[config.mk]
export PLATFORM = sky130hd
export DESIGN_NAME = clock_phase_gen_flat
export DESIGN_NICKNAME = d
export VERILOG_FILES = /design/src/rtl/clock_phase_gen_if.sv /design/src/rtl/clock_phase_gen.sv /design/src/flat_wrapper.sv
export SDC_FILE = /design/constraint.sdc
export NUM_CORES = 1
export LEC_CHECK = 0
export CORE_MARGIN = 2
export CORE_UTILIZATION = 30
export DETAILED_ROUTE_END_ITERATION = 6
export GPL_TIMING_DRIVEN = 0
export SYNTH_ARGS = -nofsm -noshare
export SYNTH_HDL_FRONTEND = slang
export SYNTH_SLANG_ARGS = --single-unit
[constraint.sdc]
create_clock -name clock -period 2.6 [get_ports clock]
set_input_delay 0.39 -clock clock [delete_from_list [all_inputs] [get_ports clock]]
set_output_delay 0.39 -clock clock [all_outputs]
set_load 0.03 [all_outputs]
[src/rtl/clock_phase_gen_if.sv]
// rtl/clock_phase_gen_if.sv - configuration write handshake for clock_phase_gen
interface clock_phase_gen_if #(
    parameter int CNT_W = 4
);
    logic             cfg_valid;
    logic             cfg_ready;
    logic [2:0]       cfg_ch;
    logic [CNT_W-1:0] cfg_div;
    logic [CNT_W-1:0] cfg_phase;

    modport master (output cfg_valid, cfg_ch, cfg_div, cfg_phase, input cfg_ready);
    modport slave  (input cfg_valid, cfg_ch, cfg_div, cfg_phase, output cfg_ready);
endinterface

[src/rtl/clock_phase_gen.sv]
// rtl/clock_phase_gen.sv - multi-channel divided clock generator with per-channel
// start phase and glitch-free stop.
module clock_phase_gen #(
    parameter int NUM_CH = 3,
    parameter int CNT_W  = 4
) (
    input  logic              clock,
    input  logic              reset,
    input  logic              run,
    clock_phase_gen_if.slave  cfg,
    output logic [NUM_CH-1:0] clk_out,
    output logic [NUM_CH-1:0] strobe,
    output logic              locked,
    output logic [1:0]        state_o
);
    typedef enum logic [1:0] {
        IDLE    = 2'd0,
        RUN     = 2'd1,
        STOP    = 2'd2,
        ILLEGAL = 2'd3
    } state_t;

    state_t            state_q, state_n;
    logic              armed_q;
    logic              cfg_fire;
    logic              all_low;
    logic [CNT_W-1:0]  div_q   [NUM_CH];
    logic [CNT_W-1:0]  phase_q [NUM_CH];
    logic [CNT_W-1:0]  cnt_q   [NUM_CH];
    logic [CNT_W-1:0]  cnt_n   [NUM_CH];
    logic [CNT_W-1:0]  wait_q  [NUM_CH];
    logic [CNT_W-1:0]  wait_n  [NUM_CH];
    logic [NUM_CH-1:0] clk_n;
    logic [NUM_CH-1:0] terminal;
    logic [NUM_CH-1:0] waiting;

    // A zero divide behaves as one: terminal count is then reached every cycle.
    for (genvar g = 0; g < NUM_CH; g++) begin : g_ch
        logic [CNT_W-1:0] eff_div;
        assign eff_div     = (div_q[g] == '0) ? CNT_W'(1) : div_q[g];
        assign terminal[g] = (cnt_q[g] == eff_div - CNT_W'(1));
        assign waiting[g]  = (wait_q[g] != '0);
    end

    // armed_q keeps cfg_ready low until the first edge after reset release.
    always_ff @(posedge clock or negedge reset) begin
        if (!reset) begin
            armed_q <= 1'b0;
        end else begin
            armed_q <= 1'b1;
        end
    end

    assign cfg.cfg_ready = armed_q && (state_q == IDLE);
    assign cfg_fire      = cfg.cfg_valid && cfg.cfg_ready;
    assign all_low       = (clk_out == '0);
    assign locked        = (state_q == RUN) && (waiting == '0);
    assign state_o       = state_q;

    always_ff @(posedge clock or negedge reset) begin
        if (!reset) begin
            for (int i = 0; i < NUM_CH; i++) begin
                div_q[i]   <= CNT_W'(1);
                phase_q[i] <= '0;
            end
        end else if (cfg_fire) begin
            for (int i = 0; i < NUM_CH; i++) begin
                if (cfg.cfg_ch == 3'(i)) begin
                    div_q[i]   <= cfg.cfg_div;
                    phase_q[i] <= cfg.cfg_phase;
                end
            end
        end
    end

    always_ff @(posedge clock or negedge reset) begin
        if (!reset) begin
            state_q <= IDLE;
        end else begin
            state_q <= state_n;
        end
    end

    always_comb begin
        state_n = state_q;
        case (state_q)
            IDLE:    if (run)     state_n = RUN;
            RUN:     if (!run)    state_n = STOP;
            STOP:    if (all_low) state_n = IDLE;
            default:              state_n = IDLE;
        endcase
    end

    // Per-channel next state; in STOP only channels still high keep counting.
    always_comb begin
        clk_n = clk_out;
        for (int i = 0; i < NUM_CH; i++) begin
            cnt_n[i]  = cnt_q[i];
            wait_n[i] = wait_q[i];
            case (state_q)
                IDLE: begin
                    cnt_n[i]  = '0;
                    clk_n[i]  = 1'b0;
                    wait_n[i] = run ? phase_q[i] : '0;
                end
                RUN: begin
                    if (waiting[i]) begin
                        wait_n[i] = wait_q[i] - CNT_W'(1);
                        clk_n[i]  = 1'b0;
                    end else if (terminal[i]) begin
                        cnt_n[i] = '0;
                        clk_n[i] = ~clk_out[i];
                    end else begin
                        cnt_n[i] = cnt_q[i] + CNT_W'(1);
                    end
                end
                STOP: begin
                    if (all_low) begin
                        cnt_n[i]  = '0;
                        wait_n[i] = '0;
                    end else if (clk_out[i]) begin
                        if (terminal[i]) begin
                            cnt_n[i] = '0;
                            clk_n[i] = 1'b0;
                        end else begin
                            cnt_n[i] = cnt_q[i] + CNT_W'(1);
                        end
                    end
                end
                default: begin
                    cnt_n[i]  = '0;
                    wait_n[i] = '0;
                    clk_n[i]  = 1'b0;
                end
            endcase
        end
    end

    always_ff @(posedge clock or negedge reset) begin
        if (!reset) begin
            clk_out <= '0;
            strobe  <= '0;
            for (int i = 0; i < NUM_CH; i++) begin
                cnt_q[i]  <= '0;
                wait_q[i] <= '0;
            end
        end else begin
            clk_out <= clk_n;
            strobe  <= clk_n & ~clk_out;
            for (int i = 0; i < NUM_CH; i++) begin
                cnt_q[i]  <= cnt_n[i];
                wait_q[i] <= wait_n[i];
            end
        end
    end
endmodule

[src/flat_wrapper.sv]
// flat-port wrapper written by rule: the top's interface ports become plain ports
module clock_phase_gen_flat 
#(
    parameter int NUM_CH = 3,
    parameter int CNT_W  = 4
)
  (clock, reset, run, clk_out, strobe, locked, state_o, cfg_cfg_valid, cfg_cfg_ch, cfg_cfg_div, cfg_cfg_phase, cfg_cfg_ready);
  clock_phase_gen_if #(.CNT_W(CNT_W)) cfg_i ();
  input  logic clock;
  input  logic reset;
  input  logic run;
  output logic [NUM_CH-1:0] clk_out;
  output logic [NUM_CH-1:0] strobe;
  output logic locked;
  output logic [1:0] state_o;
  input wire logic [$bits(cfg_i.cfg_valid)-1:0] cfg_cfg_valid;
  input wire logic [$bits(cfg_i.cfg_ch)-1:0] cfg_cfg_ch;
  input wire logic [$bits(cfg_i.cfg_div)-1:0] cfg_cfg_div;
  input wire logic [$bits(cfg_i.cfg_phase)-1:0] cfg_cfg_phase;
  output wire logic [$bits(cfg_i.cfg_ready)-1:0] cfg_cfg_ready;
  assign cfg_i.cfg_valid = cfg_cfg_valid;
  assign cfg_i.cfg_ch = cfg_cfg_ch;
  assign cfg_i.cfg_div = cfg_cfg_div;
  assign cfg_i.cfg_phase = cfg_cfg_phase;
  assign cfg_cfg_ready = cfg_i.cfg_ready;
  clock_phase_gen #(.NUM_CH(NUM_CH), .CNT_W(CNT_W)) u_core (.clock(clock), .reset(reset), .run(run), .cfg(cfg_i), .clk_out(clk_out), .strobe(strobe), .locked(locked), .state_o(state_o));
endmodule
==> impl_metrics.py <==
metrics = {
    "sta": {
        "tightest_slew_ns": 0.733,
        "fmax_mhz": 402,
        "grt_setup_unrepaired": "yes",
        "setup_viol": 0,
        "slew_headroom_pct": 51.1,
        "period_share_pct": 95.7,
        "slew_viol_final": 0,
        "clock_skew_ns": 0.00916,
        "layout_min_cycle_time_ns": 2.49,
        "hold_slack_ns": 0.00923,
        "setup_ws_ns": 0.112,
        "hold_viol": 0,
    },
    "placement": {
        "placed_cells": 468,
        "place.gp.congestion": 0.772,
        "place_ws_ns": 0.0119,
        "port_buffers": 24,
        "place_area_um2": 3620,
        "hpwlAfterDp_mm": 5.10,
    },
    "floorplan": {
        "rows": 37,
        "die_x_um": 107,
        "die_area_um2": 11500,
        "start_util_pct": 31.0,
        "io_pins": 25,
        "core_area_um2": 10300,
        "die_y_um": 107,
    },
    "logic_synthesis": {
        "synth_top_cells_by_area": "dfrtp_1, ha_1, mux2_2, nand2_1, a21oi_1",
        "yosys_warnings": 0,
        "synth-compound-area-share_pct": 15.1,
        "seq_area_frac_synth_pct": 44.8,
        "synth_cells": 307,
        "syn_nets": 340,
        "synth-seq-cells": 57,
        "ys.flop_type": "dfrtp_1",
        "synth_xor_area_share_pct": 3.13,
        "synth_largest_area_cell": "dfrtp_1",
        "synth-adder-area-share_pct": 7.05,
        "muxShareOfSynthArea_pct": 7.99,
        "synth_area_per_cell_um2": 10.4,
        "yosysTopAreaCellShare_pct": 42.3,
        "synth_edf_count": 0,
        "ys_types": 55,
        "synth_top_family_by_area": "simple AND/OR/NAND/NOR gates",
        "synthArstFlopShare_pct": 100,
        "synthSimpleGateAreaFrac_pct": 19.1,
        "synth_area_um2": 3200,
    },
    "critical_path": {
        "crit_fanout": 5,
        "end_kind": "flop",
        "crit_required_ns": 2.81,
        "r2r_slack_ns": 0.11,
        "startpoint_type": "flop",
        "reg2reg_depth": 10,
        "crit_arrival_ns": 2.70,
        "path_class": "flop to flop",
    },
    "layout": {
        "fin_area_um2": 3810,
        "fin_cells": 485,
        "diodes": 0,
        "drive_gt1_share_pct": 18.6,
        "area_growth_pct": 19.4,
        "fin_nets": 377,
    },
    "cts": {
        "clkLatencyLatePin_ns": 0.34,
        "cts_htree_levels": 3,
        "clkSinkCount": 57,
        "cts.path.max_buffers": 2,
        "cts.clk_slew.worst_paths_ns": 0.07,
        "ctsRootBufferMaster": "clkbuf_8",
        "cts_tree": "yes",
        "cts_buffers": 9,
    },
    "global_routing": {
        "antenna_found_initial": 0,
        "grt_max_degree": 39,
        "first_global_vias": 2286,
        "gr-total-overflow": 0,
        "grt_pass1_wl_mm": 11.4,
        "grt_use_total_pct": 12.9,
    },
    "pwr": {
        "p_per_area_nw_per_um2": 1110,
        "p_leak_nw": 1.67,
        "peakVddDrop_uv": 317,
        "total_power_w": 0.00423,
    },
    "drt": {
        "wire_per_inst_um": 14.5,
        "wirelength_mm": 7.01,
        "vias": 2357,
        "ant_nets": 0,
        "initialDrtViolationCount": 121,
        "dr.pass1.iters": 4,
        "drc": 0,
        "vias_per_cell": 4.86,
    },
    "flow_run": {
        "cap_violations": 0,
    },
    "run_status": {
        "status": "complete, no violations",
    },
    "worst_hold_path": {
        "hp-class": "primary input to async pin",
    },
}
flip-flops by register name (all words and copies together) (netlist names):
signal          flops
u_core.armed_q      1
u_core.clk_out      3
u_core.cnt_q       12
u_core.div_q       12
u_core.phase_q     12
u_core.state_o      2
u_core.strobe       3
u_core.wait_q      12
critical path, stage by stage, from the launching register on:
cell      delay [ns]
dfrtp_1         0.43
nor3_2          0.23
nor2_1          0.06
ha_1            0.20
xor3_1          0.38
a211oi_2        0.27
nand3_1         0.12
ha_1            0.29
o21ai_0         0.07
and2_1          0.16
nor2b_2         0.15
cells in the final DEF, fill, tap and decap left out, types with 6 or more instances in the layout:
cell	instances
dfrtp_1	54
nand2_1	35
a21oi_1	22
clkdlybuf4s50_1	22
mux2_2	20
ha_1	18
o21ai_0	17
inv_1	15
nor2_1	11
clkbuf_8	11
nor3_1	9
nand3_1	7
nor2b_1	6
o21ai_1	6
per-stage QoR:
step                setup TNS (ns)  util (%)
detailed placement               0      35.1
floorplan                        0         -
global route               -0.0658      37.0
CTS                              0      36.8
global placement            -38.60      34.9
finish                           0      37.0
layout make-up:
| cell class | count | area, um2 |
|---|---|---|
| Buffer | 5 | 30.0 |
| Clock buffer | 13 | 159 |
| Clock inverter | 3 | 15.0 |
| Fill cell | 1036 | 6510 |
| Inverter | 15 | 56.3 |
| Multi-Input combinational cell | 230 | 1700 |
| Sequential cell | 57 | 1430 |
| Tap cell | 136 | 170 |
| Timing Repair Buffer | 26 | 258 |
synth_stat cells (2+ instances only):
library cell / number
ha_1: 18
or4b_1: 2
nor3b_1: 3
nor3_1: 11
a21o_1: 2
inv_1: 15
mux2i_1: 3
nor3b_4: 2
a21oi_1: 22
and2_1: 4
xnor2_1: 4
nand2_1: 35
dfrtp_1: 54
buf_4: 3
nor2b_1: 7
nor4b_1: 2
nand2_2: 3
o221ai_1: 3
o21ai_0: 17
nor2_1: 11
or3_1: 5
nand2b_1: 2
xor2_1: 2
a22o_1: 2
a31oi_2: 2
o22ai_1: 5
o21ai_1: 6
nand4bb_1: 3
nand3_1: 7
a221oi_1: 3
or2_2: 2
dfstp_2: 3
mux2_2: 20
clkbuf_1: 2
xor3_1: 2
where the power goes:
group          internal [W]  switching (W)
Combinational      0.000931        0.00103
Sequential          0.00123       0.000310
Clock              0.000393       0.000344
Total               0.00255        0.00168
routing by layer:
layer	GRT usage (%)	part of all wire (%)
met5	0	0
met4	4.64	1.0
met3	3.95	3.6
met2	20.6	49
met1	16.6	47
repair_timing:
item,in CTS,in global routing
resized for setup,3,5
pin swaps,0,1
setup buffers,0,1
hold buffers,0,0
setup endpoints to repair,2,3
logic make-up after synthesis:
kind of cell / Yosys count
compound gates: 74
xor+xnor: 8
fa+ha+maj: 18
buf+inv: 20
flops: 57
mux: 23
other cells: 1
simple gates: 106
final timing paths:
check                                               start                        endpoint
max                           u_core.div_q[9]$_DFFE_PN0P_      u_core.strobe[0]$_DFF_PN0_
min                                                 reset    u_core.cnt_q[10]$_DFFE_PN0P_
max reg2reg                   u_core.div_q[9]$_DFFE_PN0P_      u_core.strobe[0]$_DFF_PN0_
min reg2reg                u_core.phase_q[11]$_DFFE_PN0P_  u_core.phase_q[11]$_DFFE_PN0P_
max in group asynchronous                           reset     u_core.div_q[4]$_DFFE_PN1P_
min in group clock         u_core.phase_q[11]$_DFFE_PN0P_  u_core.phase_q[11]$_DFFE_PN0P_
Power figures use the tool's default switching activity.
